**config.mk**
```make
export PLATFORM = sky130hd
export DESIGN_NAME = ahb_burst_sequencer
export DESIGN_NICKNAME = d
export VERILOG_FILES = /design/src/rtl/ahb_burst_sequencer.sv
export SDC_FILE = /design/constraint.sdc
export NUM_CORES = 1
export LEC_CHECK = 0
export CORE_MARGIN = 2
export CORE_UTILIZATION = 50
export DETAILED_ROUTE_END_ITERATION = 10
export PLACE_DENSITY = 0.73
export RECOVER_POWER = 100
export SLEW_MARGIN = 10
export SYNTH_ARGS = -nofsm -noshare
export SYNTH_HDL_FRONTEND = slang
export SYNTH_SLANG_ARGS = --single-unit
```
**constraint.sdc**
```tcl
create_clock -name HCLK -period 10.3 [get_ports HCLK]
set_input_delay 1.545 -clock HCLK [delete_from_list [all_inputs] [get_ports HCLK]]
set_output_delay 1.545 -clock HCLK [all_outputs]
set_load 0.005 [all_outputs]
```
**src/rtl/ahb_burst_sequencer.sv**
```systemverilog
// AHB manager address-phase sequencer.
// Accepts one burst request, checks it, and then drives the address-phase signals
// (htrans/haddr/hburst/hsize/hwrite) beat by beat under hready/hresp control.
// Ports:
//   HCLK, HRESETn         clock, async active-low reset
//   req_*                 burst request handshake (valid/ready) and reject pulse
//   haddr..hwrite         AHB address-phase outputs
//   hready, hresp         combined slave response
//   dphase_valid/_beat    which beat currently occupies the data phase
//   done, done_err        burst completion pulse and its error qualifier
module ahb_burst_sequencer #(
    parameter int unsigned ADDR_WIDTH = 32,
    parameter int unsigned DATA_WIDTH = 32
) (
    input  logic                  HCLK,
    input  logic                  HRESETn,
    input  logic                  req_valid,
    output logic                  req_ready,
    input  logic [ADDR_WIDTH-1:0] req_addr,
    input  logic [2:0]            req_burst,
    input  logic [2:0]            req_size,
    input  logic                  req_write,
    input  logic [4:0]            req_len,
    output logic                  req_err,
    output logic [ADDR_WIDTH-1:0] haddr,
    output logic [1:0]            htrans,
    output logic [2:0]            hburst,
    output logic [2:0]            hsize,
    output logic                  hwrite,
    input  logic                  hready,
    input  logic                  hresp,
    output logic                  dphase_valid,
    output logic [3:0]            dphase_beat,
    output logic                  done,
    output logic                  done_err
);

    localparam logic [2:0] MaxSize      = 3'($clog2(DATA_WIDTH / 8));
    localparam logic [1:0] HtransIdle   = 2'b00;
    localparam logic [1:0] HtransNonseq = 2'b10;
    localparam logic [1:0] HtransSeq    = 2'b11;

    typedef enum logic [1:0] {S_IDLE, S_ADDR, S_LAST_DATA} state_e;

    state_e                state_q, state_d;
    logic [ADDR_WIDTH-1:0] haddr_q, haddr_d;
    logic [1:0]            htrans_q, htrans_d;
    logic [2:0]            hburst_q, hburst_d;
    logic [2:0]            hsize_q, hsize_d;
    logic                  hwrite_q, hwrite_d;
    logic [4:0]            beats_q, beats_d;   // total beats in the burst
    logic [4:0]            abeat_q, abeat_d;   // index of the beat in its address phase
    logic                  dphase_valid_q, dphase_valid_d;
    logic [3:0]            dphase_beat_q, dphase_beat_d;
    logic                  err_q, err_d;       // an ERROR response was seen this burst
    logic                  req_err_q, req_err_d;

    // Request decode
    logic [4:0]            req_beats;
    logic [ADDR_WIDTH-1:0] req_step;
    logic [ADDR_WIDTH-1:0] req_addr_al;
    logic [ADDR_WIDTH-1:0] req_last;
    logic                  req_bad;

    always_comb begin
        case (req_burst)
            3'd0:       req_beats = 5'd1;
            3'd1: begin
                if (req_len == 5'd0) begin
                    req_beats = 5'd1;
                end else if (req_len > 5'd16) begin
                    req_beats = 5'd16;
                end else begin
                    req_beats = req_len;
                end
            end
            3'd2, 3'd3: req_beats = 5'd4;
            3'd4, 3'd5: req_beats = 5'd8;
            default:    req_beats = 5'd16;
        endcase
    end

    assign req_step    = ADDR_WIDTH'(1) << req_size;
    assign req_addr_al = req_addr & ~(req_step - ADDR_WIDTH'(1));
    assign req_last    = req_addr_al + (ADDR_WIDTH'(req_beats) << req_size) - ADDR_WIDTH'(1);
    // Odd burst encodings are the incrementing ones; only those can cross a 1KB page.
    assign req_bad     = (req_size > MaxSize) ||
                         (req_burst[0] && ((req_last >> 10) != (req_addr_al >> 10)));

    // Next-address generation for the burst in flight
    logic [ADDR_WIDTH-1:0] cur_step;
    logic [ADDR_WIDTH-1:0] wrap_len;
    logic [ADDR_WIDTH-1:0] incr_addr;
    logic [ADDR_WIDTH-1:0] next_addr;
    logic                  is_wrap;

    assign cur_step  = ADDR_WIDTH'(1) << hsize_q;
    assign wrap_len  = ADDR_WIDTH'(beats_q) << hsize_q;
    assign incr_addr = haddr_q + cur_step;
    assign is_wrap   = !hburst_q[0] && (hburst_q != 3'd0);
    assign next_addr = is_wrap ? ((haddr_q & ~(wrap_len - ADDR_WIDTH'(1))) |
                                  (incr_addr & (wrap_len - ADDR_WIDTH'(1))))
                               : incr_addr;

    always_comb begin
        state_d        = state_q;
        haddr_d        = haddr_q;
        htrans_d       = htrans_q;
        hburst_d       = hburst_q;
        hsize_d        = hsize_q;
        hwrite_d       = hwrite_q;
        beats_d        = beats_q;
        abeat_d        = abeat_q;
        dphase_valid_d = dphase_valid_q;
        dphase_beat_d  = dphase_beat_q;
        err_d          = err_q;
        req_err_d      = 1'b0;

        unique case (state_q)
            S_IDLE: begin
                if (req_valid) begin
                    if (req_bad) begin
                        req_err_d = 1'b1;
                    end else begin
                        state_d  = S_ADDR;
                        htrans_d = HtransNonseq;
                        haddr_d  = req_addr_al;
                        hburst_d = req_burst;
                        hsize_d  = req_size;
                        hwrite_d = req_write;
                        beats_d  = req_beats;
                        abeat_d  = 5'd0;
                        err_d    = 1'b0;
                    end
                end
            end
            S_ADDR: begin
                if (hready) begin
                    dphase_valid_d = 1'b1;
                    dphase_beat_d  = abeat_q[3:0];
                    if (abeat_q + 5'd1 < beats_q) begin
                        htrans_d = HtransSeq;
                        haddr_d  = next_addr;
                        abeat_d  = abeat_q + 5'd1;
                    end else begin
                        htrans_d = HtransIdle;
                        state_d  = S_LAST_DATA;
                    end
                end else if (hresp && dphase_valid_q) begin
                    // First ERROR cycle: cancel the pending address phase and the rest.
                    htrans_d = HtransIdle;
                    err_d    = 1'b1;
                    state_d  = S_LAST_DATA;
                end
            end
            S_LAST_DATA: begin
                if (hready) begin
                    dphase_valid_d = 1'b0;
                    err_d          = 1'b0;
                    state_d        = S_IDLE;
                end else if (hresp) begin
                    err_d = 1'b1;
                end
            end
            default: state_d = S_IDLE;
        endcase
    end

    always_ff @(posedge HCLK or negedge HRESETn) begin
        if (!HRESETn) begin
            state_q        <= S_IDLE;
            haddr_q        <= '0;
            htrans_q       <= HtransIdle;
            hburst_q       <= 3'd0;
            hsize_q        <= 3'd0;
            hwrite_q       <= 1'b0;
            beats_q        <= 5'd0;
            abeat_q        <= 5'd0;
            dphase_valid_q <= 1'b0;
            dphase_beat_q  <= 4'd0;
            err_q          <= 1'b0;
            req_err_q      <= 1'b0;
        end else begin
            state_q        <= state_d;
            haddr_q        <= haddr_d;
            htrans_q       <= htrans_d;
            hburst_q       <= hburst_d;
            hsize_q        <= hsize_d;
            hwrite_q       <= hwrite_d;
            beats_q        <= beats_d;
            abeat_q        <= abeat_d;
            dphase_valid_q <= dphase_valid_d;
            dphase_beat_q  <= dphase_beat_d;
            err_q          <= err_d;
            req_err_q      <= req_err_d;
        end
    end

    assign req_ready    = (state_q == S_IDLE);
    assign req_err      = req_err_q;
    assign haddr        = haddr_q;
    assign htrans       = htrans_q;
    assign hburst       = hburst_q;
    assign hsize        = hsize_q;
    assign hwrite       = hwrite_q;
    assign dphase_valid = dphase_valid_q;
    assign dphase_beat  = dphase_beat_q;
    // The last data phase completes in the cycle hready is seen in S_LAST_DATA.
    assign done         = (state_q == S_LAST_DATA) && hready;
    assign done_err     = done && (err_q || hresp);

endmodule

```
==> run_results.csv, run 1 <==
group,metric,value,unit
global_route,grt_max_degree,61,
global_route,grt_pass1_vias,8676,
critical_path,worst-r2r-cell-count,14,
timing,setup_ws,1.20,ns
floorplanning,rows,47,
critical_path,crit_chain,"dlygate4sd3_1 > nor4b_1 > o21ai_2 > or2b_1 > a21oi_1 > mux2i_1 > a32oi_1 > ha_1 > inv_1 > ha_1 > a21oi_1 > o21ai_0 > a221oi_1 > o31ai_1 > a222oi_1 > o311a_1 > nand3_1 > o41ai_1 > and2_0 > nand3_1 > mux2_2",
critical_path,crit_arrival,9.33,ns
logic_synthesis,ys_types,83,
drt,route.detailed.drc,0,
finish,num-nets-final,1302,
pwr,leakage,4.06,nW
logic_synthesis,ys_ff_latch,60,
critical_path,path_delay_family,"compound AO/OA/AOI/OAI gates",
pwr,power_density,243,nW/µm²
floorplanning,core,16400,µm²
logic_synthesis,synth_top_family_by_area,"compound AO/OA/AOI/OAI gates",
clocking,cts_tree,"done",
logic_synthesis,async_flop_share,100,%
outcome,status,"complete, but fails checks",
logic_synthesis,syn_inst,1142,
critical_path,slowest_stage,"nor4b_1",
logic_synthesis,yosysWarnings,0,
timing,slew_headroom,-126,%
pwr,total_power,2.33,mW
job,drv_cap,1,
critical_path,cpPeakStageDelay,1.04,ns
critical_path,crit_path_end_kind,"flip-flop",
worst_hold_path,hold_end,"htrans[1]",
finish,fin_cells,1417,
timing,finalSetupViolations,0,
logic_synthesis,synthXorXnorAreaFrac,4.11,%
logic_synthesis,synth_simple_gate_area_share,26.2,%
global_route,grt_use_total,35.1,%
timing,hold_viol_final,0,
logic_synthesis,synth_flop_cell,"dfrtp_1",
clocking,ctsRootBufferMaster,"clkbuf_16",
clocking,postCtsSetupBuffers,0,
drt,finalWirelength,31300,µm
global_route,grt_pass1_wl,49200,µm
drt,routed_via_density,6.63,
finish,area_delta_synth_final,15.5,%
timing,final.setup_skew,0.0152,ns
timing,min_period,9.10,ns
timing,rsz0062_at_grt,"no",
drt,wire_per_inst,22.1,µm
timing,whs,0.473,ns
drt,ant_nets,0,
finish,drive_gt1_share,5.35,%
critical_path,timing.reg2reg.setup_slack,5.47,ns
timing,tightest_slew,3.39,ns
logic_synthesis,synth_compound_area_share,28.8,%
critical_path,critPathBufInv,2,
clocking,clock-sinks,60,
critical_path,reg2reg_from,"hsize[0]",
placed_design,placedCellCount,1401,
worst_hold_path,hold_class,"reg -> reg",
logic_synthesis,synth_seq_area_share,18.1,%
critical_path,cp.required,10.53,ns
clocking,cts_buffers,9,
pwr,irDropWorstVdd,0.000198,V
clocking,postCtsHoldBufs,0,
logic_synthesis,synth_edf_count,0,
floorplanning,num_io_pins,99,
worst_hold_path,whs_path_depth,1,
clocking,clock_path_buffers,2,
drt,drt_pass1_iterations,6,
timing,tns,0,ns
timing,max_freq,0.110,GHz
drt,num_vias,9393,
worst_hold_path,worstHoldStart,"htrans[1]",
clocking,cts_resized,0,
global_route,antenna_found_initial,0,
logic_synthesis,post_synth_fa_ha_maj_area_fraction,9.28,%
logic_synthesis,avgSynthCellArea,7.27,µm²
clocking,clk_latency,0.34,ns
floorplanning,initial_core_util,50.6,%
critical_path,start_kind,"primary input",
placed_design,pre_cts_slack,1.85,ns
global_route,grt-ovfl-total,0,
critical_path,crit_start,"req_burst[0]",
finish,diodes,0,
floorplanning,die_height,133,µm
clocking,clkTransAtPathRegs,0.06,ns
drt,drt_iter0_markers,1304,
floorplanning,die_w,133,µm
clocking,htreeDepth,3,
floorplanning,die_area,17700,µm²
logic_synthesis,synth_area,8300,µm²
critical_path,cp_max_fo,11,
timing,timing.final.max_slew_violations,61,
placed_design,gp_congestion,1.05,
outcome,violations,"max-capacitance violations, max-slew violations",
placed_design,buffer_ports.inserted,98,
placed_design,post-dp-hpwl,24900,µm
critical_path,setup.worst_path.class,"in -> reg",
timing,timing.final.crit_share,88.4,%
logic_synthesis,synth_nets,1252,
logic_synthesis,synthMuxAreaShare,6.28,%
[placed cells by master, fill, tap and decap left out, types with 8 or more instances in the layout]
cell type / netlist / routed
nand2_1: 121 / 121
inv_1: 86 / 86
nor2_1: 85 / 85
a21oi_1: 77 / 77
o21ai_0: 77 / 77
dfrtp_1: 60 / 60
ha_1: 60 / 59
dlygate4sd3_1: 0 / 51
clkdlybuf4s50_1: 0 / 46
nand3_1: 44 / 44
nor3_1: 33 / 33
nand4_1: 28 / 28
mux2i_1: 27 / 27
o21a_1: 21 / 21
xnor2_1: 20 / 20
mux2_2: 20 / 20
xor2_1: 19 / 19
o211ai_1: 18 / 18
and3_1: 17 / 17
a21o_1: 16 / 16
nand2b_1: 15 / 15
nor4_1: 15 / 15
or2_2: 11 / 11
a31oi_1: 10 / 10
a211oi_1: 10 / 10
a2111oi_0: 10 / 10
and2_1: 11 / 9
a22o_1: 9 / 9
a22oi_1: 9 / 9
a211o_1: 9 / 9
clkbuf_16: 0 / 9
nor2b_1: 8 / 8
o31ai_1: 8 / 8
o2111ai_1: 8 / 8
[per-layer routing]
metal | vias up | share of wire, % | track usage [%]
met5 | - | 0 | 0
met4 | 0 | 3.1 | 11.3
met3 | 82 | 8.6 | 5.13
met2 | 522 | 45 | 55.1
met1 | 4460 | 44 | 49.5
li1 | 4329 | - | -
[power by group]
group | leakage, nW | switching, mW | internal [mW]
sequential | 0.748 | 0.158 | 0.345
clock | 0.138 | 0.120 | 0.188
combinational | 3.18 | 0.879 | 0.643
total | 4.06 | 1.16 | 1.18
[per-stage QoR]
step                utilization [%]  instance area [µm²]
floorplan                         -                 8300
global placement               56.8                 9310
detailed placement             56.8                 9310
CTS                            58.6                 9610
global route                   58.5                 9590
finish                         58.5                 9590
[cell type report]
type,instances,area (µm²)
multi-input combinational,932,6190
clock buffer,9,225
clock inverter,7,75.1
sequential,60,1500
tap,220,275
fill,1556,6810
inverter,88,330
timing repair buffer,101,995
[cells by family (layout without fill, tap and decap cells)]
kind of cell / Yosys count / count (layout)
buffers and inverters: 150 / 205
and+or+nand+nor: 428 / 428
AOI/OAI and AO/OA: 355 / 355
xor gates and xnor gates: 39 / 39
adders and majority gates: 61 / 61
DFF: 60 / 60
muxes: 49 / 49
[worst max path at each step]
stage / endpoint / slack, ns / depth (start not counted)
2_1_floorplan: flip-flop / 3.69 / 23
3_3_place_gp: hburst[2] / 1.84 / 21
3_5_place_dp: hwrite / 1.85 / 21
4_1_cts: hwrite / 2.20 / 21
5_1_grt: beats_q[0] / 0.92 / 21
6_report: hwrite / 1.20 / 21
[worst register-to-register path, stage by stage (launching register included)]
cell	delay, ns
dfrtp_1	0.76
clkinv_1	0.52
nor2_1	0.28
nand2_1	0.14
fa_1	0.47
nor2b_1	0.13
o21ai_0	0.13
a21oi_1	0.20
o21ai_0	0.13
a21oi_1	0.20
o21ai_0	0.27
a211oi_1	0.63
nand3_1	0.36
o32a_1	0.38
o21ai_0	0.14
[cells in the mapped netlist (15+ instances only)]
cell type	n	share of area, %
a21o_1	16	1.4
nor4_1	15	1.1
nor2_1	85	3.8
inv_1	86	3.9
ha_1	60	9.0
o21ai_0	77	4.6
mux2i_1	27	3.3
and3_1	17	1.3
a21oi_1	77	4.6
nand4_1	28	2.1
clkbuf_1	53	2.4
dfrtp_1	60	18
o21a_1	21	1.9
o211ai_1	18	1.6
nand3_1	44	2.7
nand2_1	121	5.5
mux2_2	20	2.7
nand2b_1	15	1.1
xnor2_1	20	2.1
xor2_1	19	2.0
nor3_1	33	2.0
Power figures use the tool's default switching activity.
==> run 2: changes to the inputs <==
--- a/config.mk
+++ b/config.mk
@@ -5,11 +5,14 @@
 export SDC_FILE = /design/constraint.sdc
 export NUM_CORES = 1
 export LEC_CHECK = 0
+export CELL_PAD_IN_SITES_DETAIL_PLACEMENT = 1
+export CELL_PAD_IN_SITES_GLOBAL_PLACEMENT = 2
 export CORE_MARGIN = 2
-export CORE_UTILIZATION = 50
+export CORE_UTILIZATION = 36
 export DETAILED_ROUTE_END_ITERATION = 10
-export PLACE_DENSITY = 0.73
+export PLACE_DENSITY_LB_ADDON = 0.1
 export RECOVER_POWER = 100
+export REMOVE_ABC_BUFFERS = 1
 export SLEW_MARGIN = 10
 export SYNTH_ARGS = -nofsm -noshare
 export SYNTH_HDL_FRONTEND = slang
==> run 2 against run 1 <==
The flow still finishes with violations (max-capacitance violations, max-slew violations). Final cell count increased by 4.9%. First-iteration DRC count decreased by 52%. Highest routed layer unchanged. Combinational power increased by 4%. Sequential cell count unchanged. Via count decreased by 1.8%. Sequential share of layout area decreased by 0.20 points. Core utilization decreased by 16 points. Die area increased by 38%.
==> run_results.csv, run 2 (synthesis results as in run 1) <==
group,metric,value,unit
global_route,grt_pass1_vias,9271,
drt,drt_pass1_iterations,5,
drt,ant_nets,0,
finish,final_cell_mix,"121 x nand2_1, 86 x inv_1, 85 x nor2_1",
placed_design,post-dp-hpwl,28800,µm
critical_path,worst-r2r-cell-count,14,
clocking,clk_latency,0.34,ns
clocking,clkTransAtPathRegs,0.05,ns
clocking,ctsRootBufferMaster,"clkbuf_16",
global_route,grt_max_degree,71,
drt,wire_per_inst,23.8,µm
timing,whs,0.479,ns
global_route,grt_use_total,29.3,%
placed_design,placedCellCount,1469,
finish,final_cell_area,9720,µm²
timing,rsz0062_at_grt,"no",
clocking,clock-sinks,60,
finish,area_delta_synth_final,17.0,%
clocking,postCtsSetupBuffers,0,
critical_path,cpPeakStageDelay,0.99,ns
placed_design,pre_cts_slack,1.59,ns
critical_path,crit_top_cell,"ha_1",
timing,final.setup_skew,0.00933,ns
pwr,leakage,4.09,nW
floorplanning,die_height,156,µm
floorplanning,die_w,156,µm
clocking,cts_resized,0,
critical_path,path_depth,21,
timing,finalSetupViolations,0,
floorplanning,die_area,24300,µm²
drt,routed_via_density,6.21,
finish,drive_gt1_share,5.50,%
critical_path,crit_chain,"dlygate4sd3_1 > nor4b_1 > o21ai_2 > or2b_1 > a21oi_1 > mux2i_1 > nand2b_1 > ha_1 > inv_1 > ha_1 > a211oi_1 > nand3b_1 > or4_1 > and2_1 > a31o_2 > a2111oi_0 > nand3_1 > o41ai_1 > a31oi_1 > nor2_1 > a22o_1",
worst_hold_path,whs_path_depth,1,
timing,setup_ws,1.18,ns
global_route,grt-ovfl-total,0,
critical_path,crit_path_end_kind,"flip-flop",
finish,diodes,0,
critical_path,path_delay_family,"simple AND/OR/NAND/NOR gates",
floorplanning,initial_core_util,36.7,%
job,drv_cap,1,
timing,max_freq,0.110,GHz
clocking,cts_tree,"done",
pwr,irDropWorstVdd,0.000151,V
timing,tightest_slew,3.54,ns
floorplanning,rows,55,
drt,num_vias,9228,
timing,timing.final.crit_share,88.5,%
outcome,status,"complete, but fails checks",
clocking,postCtsHoldBufs,0,
clocking,clock_path_buffers,2,
timing,slew_headroom,-136,%
critical_path,cp_max_fo,10,
critical_path,cp.required,10.57,ns
critical_path,slowest_stage,"nor4b_1",
critical_path,start_kind,"primary input",
floorplanning,core,22600,µm²
clocking,cts_buffers,9,
critical_path,crit_arrival,9.39,ns
finish,fin_cells,1486,
global_route,antenna_found_initial,0,
global_route,grt_pass1_wl,55200,µm
critical_path,critPathBufInv,2,
timing,tns,0,ns
outcome,violations,"max-capacitance violations, max-slew violations",
critical_path,setup.worst_path.class,"in -> reg",
timing,min_period,9.12,ns
drt,route.detailed.drc,0,
drt,drt_iter0_markers,632,
timing,hold_viol_final,0,
worst_hold_path,hold_class,"reg -> reg",
finish,num-nets-final,1306,
placed_design,buffer_ports.inserted,98,
finish,mostFrequentLayoutCell,"nand2_1",
pwr,power_density,246,nW/µm²
clocking,htreeDepth,3,
placed_design,gp_congestion,0.972,
floorplanning,num_io_pins,99,
placed_design,post_dp_cell_area,9420,µm²
drt,finalWirelength,35400,µm
timing,timing.final.max_slew_violations,61,
[run 2: cell count changes in the layout (fill, tap and decap cells not counted), sizes merged]
cell	delta
buf	+3
clkbuf	+3
clkinvlp	-2
clkdlybuf4s50	+1
clkinv	+1
dlygate4sd3	-1
inv	-1
[run 2: routing by layer]
layer / vias to the layer above / share of wire (%) / GRT usage, % / routed length (µm)
li1: 4334 / - / - / -
met1: 4591 / 48 / 40.8 / 16800
met2: 255 / 46 / 48.1 / 16200
met3: 48 / 3.9 / 2.56 / 1380
met4: 0 / 2.8 / 9.35 / 979
met5: - / 0 / 0 / 0
[run 2: area by class of cell]
type / instances / area, µm²
clock inverters: 5 / 60.1
inverters: 88 / 330
well taps: 285 / 357
repair buffers: 105 / 1030
clock buffers: 11 / 243
multi-input cells: 932 / 6190
fillers: 2853 / 12900
flip-flops and latches: 60 / 1500
[run 2: worst paths after layout]
kind	start	end	slack, ns
max	req_burst[0]	flip-flop	1.18
min	htrans[1]	htrans[1]	0.48
max reg2reg	hsize[0]	flip-flop	5.44
min reg2reg	htrans[1]	htrans[1]	0.48
max in group asynchronous	HRESETn	async pin	5.79
min in group asynchronous	HRESETn	async pin	2.51
[run 2: worst reg2reg max path, cell delays in order (launching register included)]
cell and delay [ns]:
dfrtp_1 0.78, clkinv_1 0.55, nor2_1 0.32, nand2_1 0.15
fa_1 0.47, nor2b_1 0.14, o21ai_0 0.12, a21oi_1 0.20
o21ai_0 0.13, a21oi_1 0.20, o21ai_0 0.23, a2111oi_0 0.81
nand2_1 0.18, o32ai_1 0.35, a22o_1 0.17
[run 2: report_power, final]
| part | internal, mW | switching (mW) | leakage (nW) | total, mW |
|---|---|---|---|---|
| Clock | 0.195 | 0.119 | 0.146 | 0.314 |
| Sequential | 0.345 | 0.161 | 0.748 | 0.506 |
| Combinational | 0.655 | 0.920 | 3.20 | 1.58 |
[run 2: stage by stage]
stage / power (mW) / utilization, %
floorplan: 1.47 / -
global placement: 2.08 / 41.6
detailed placement: 2.09 / 41.6
CTS: 2.41 / 42.9
global route: 2.60 / 42.9
finish: 2.39 / 42.9
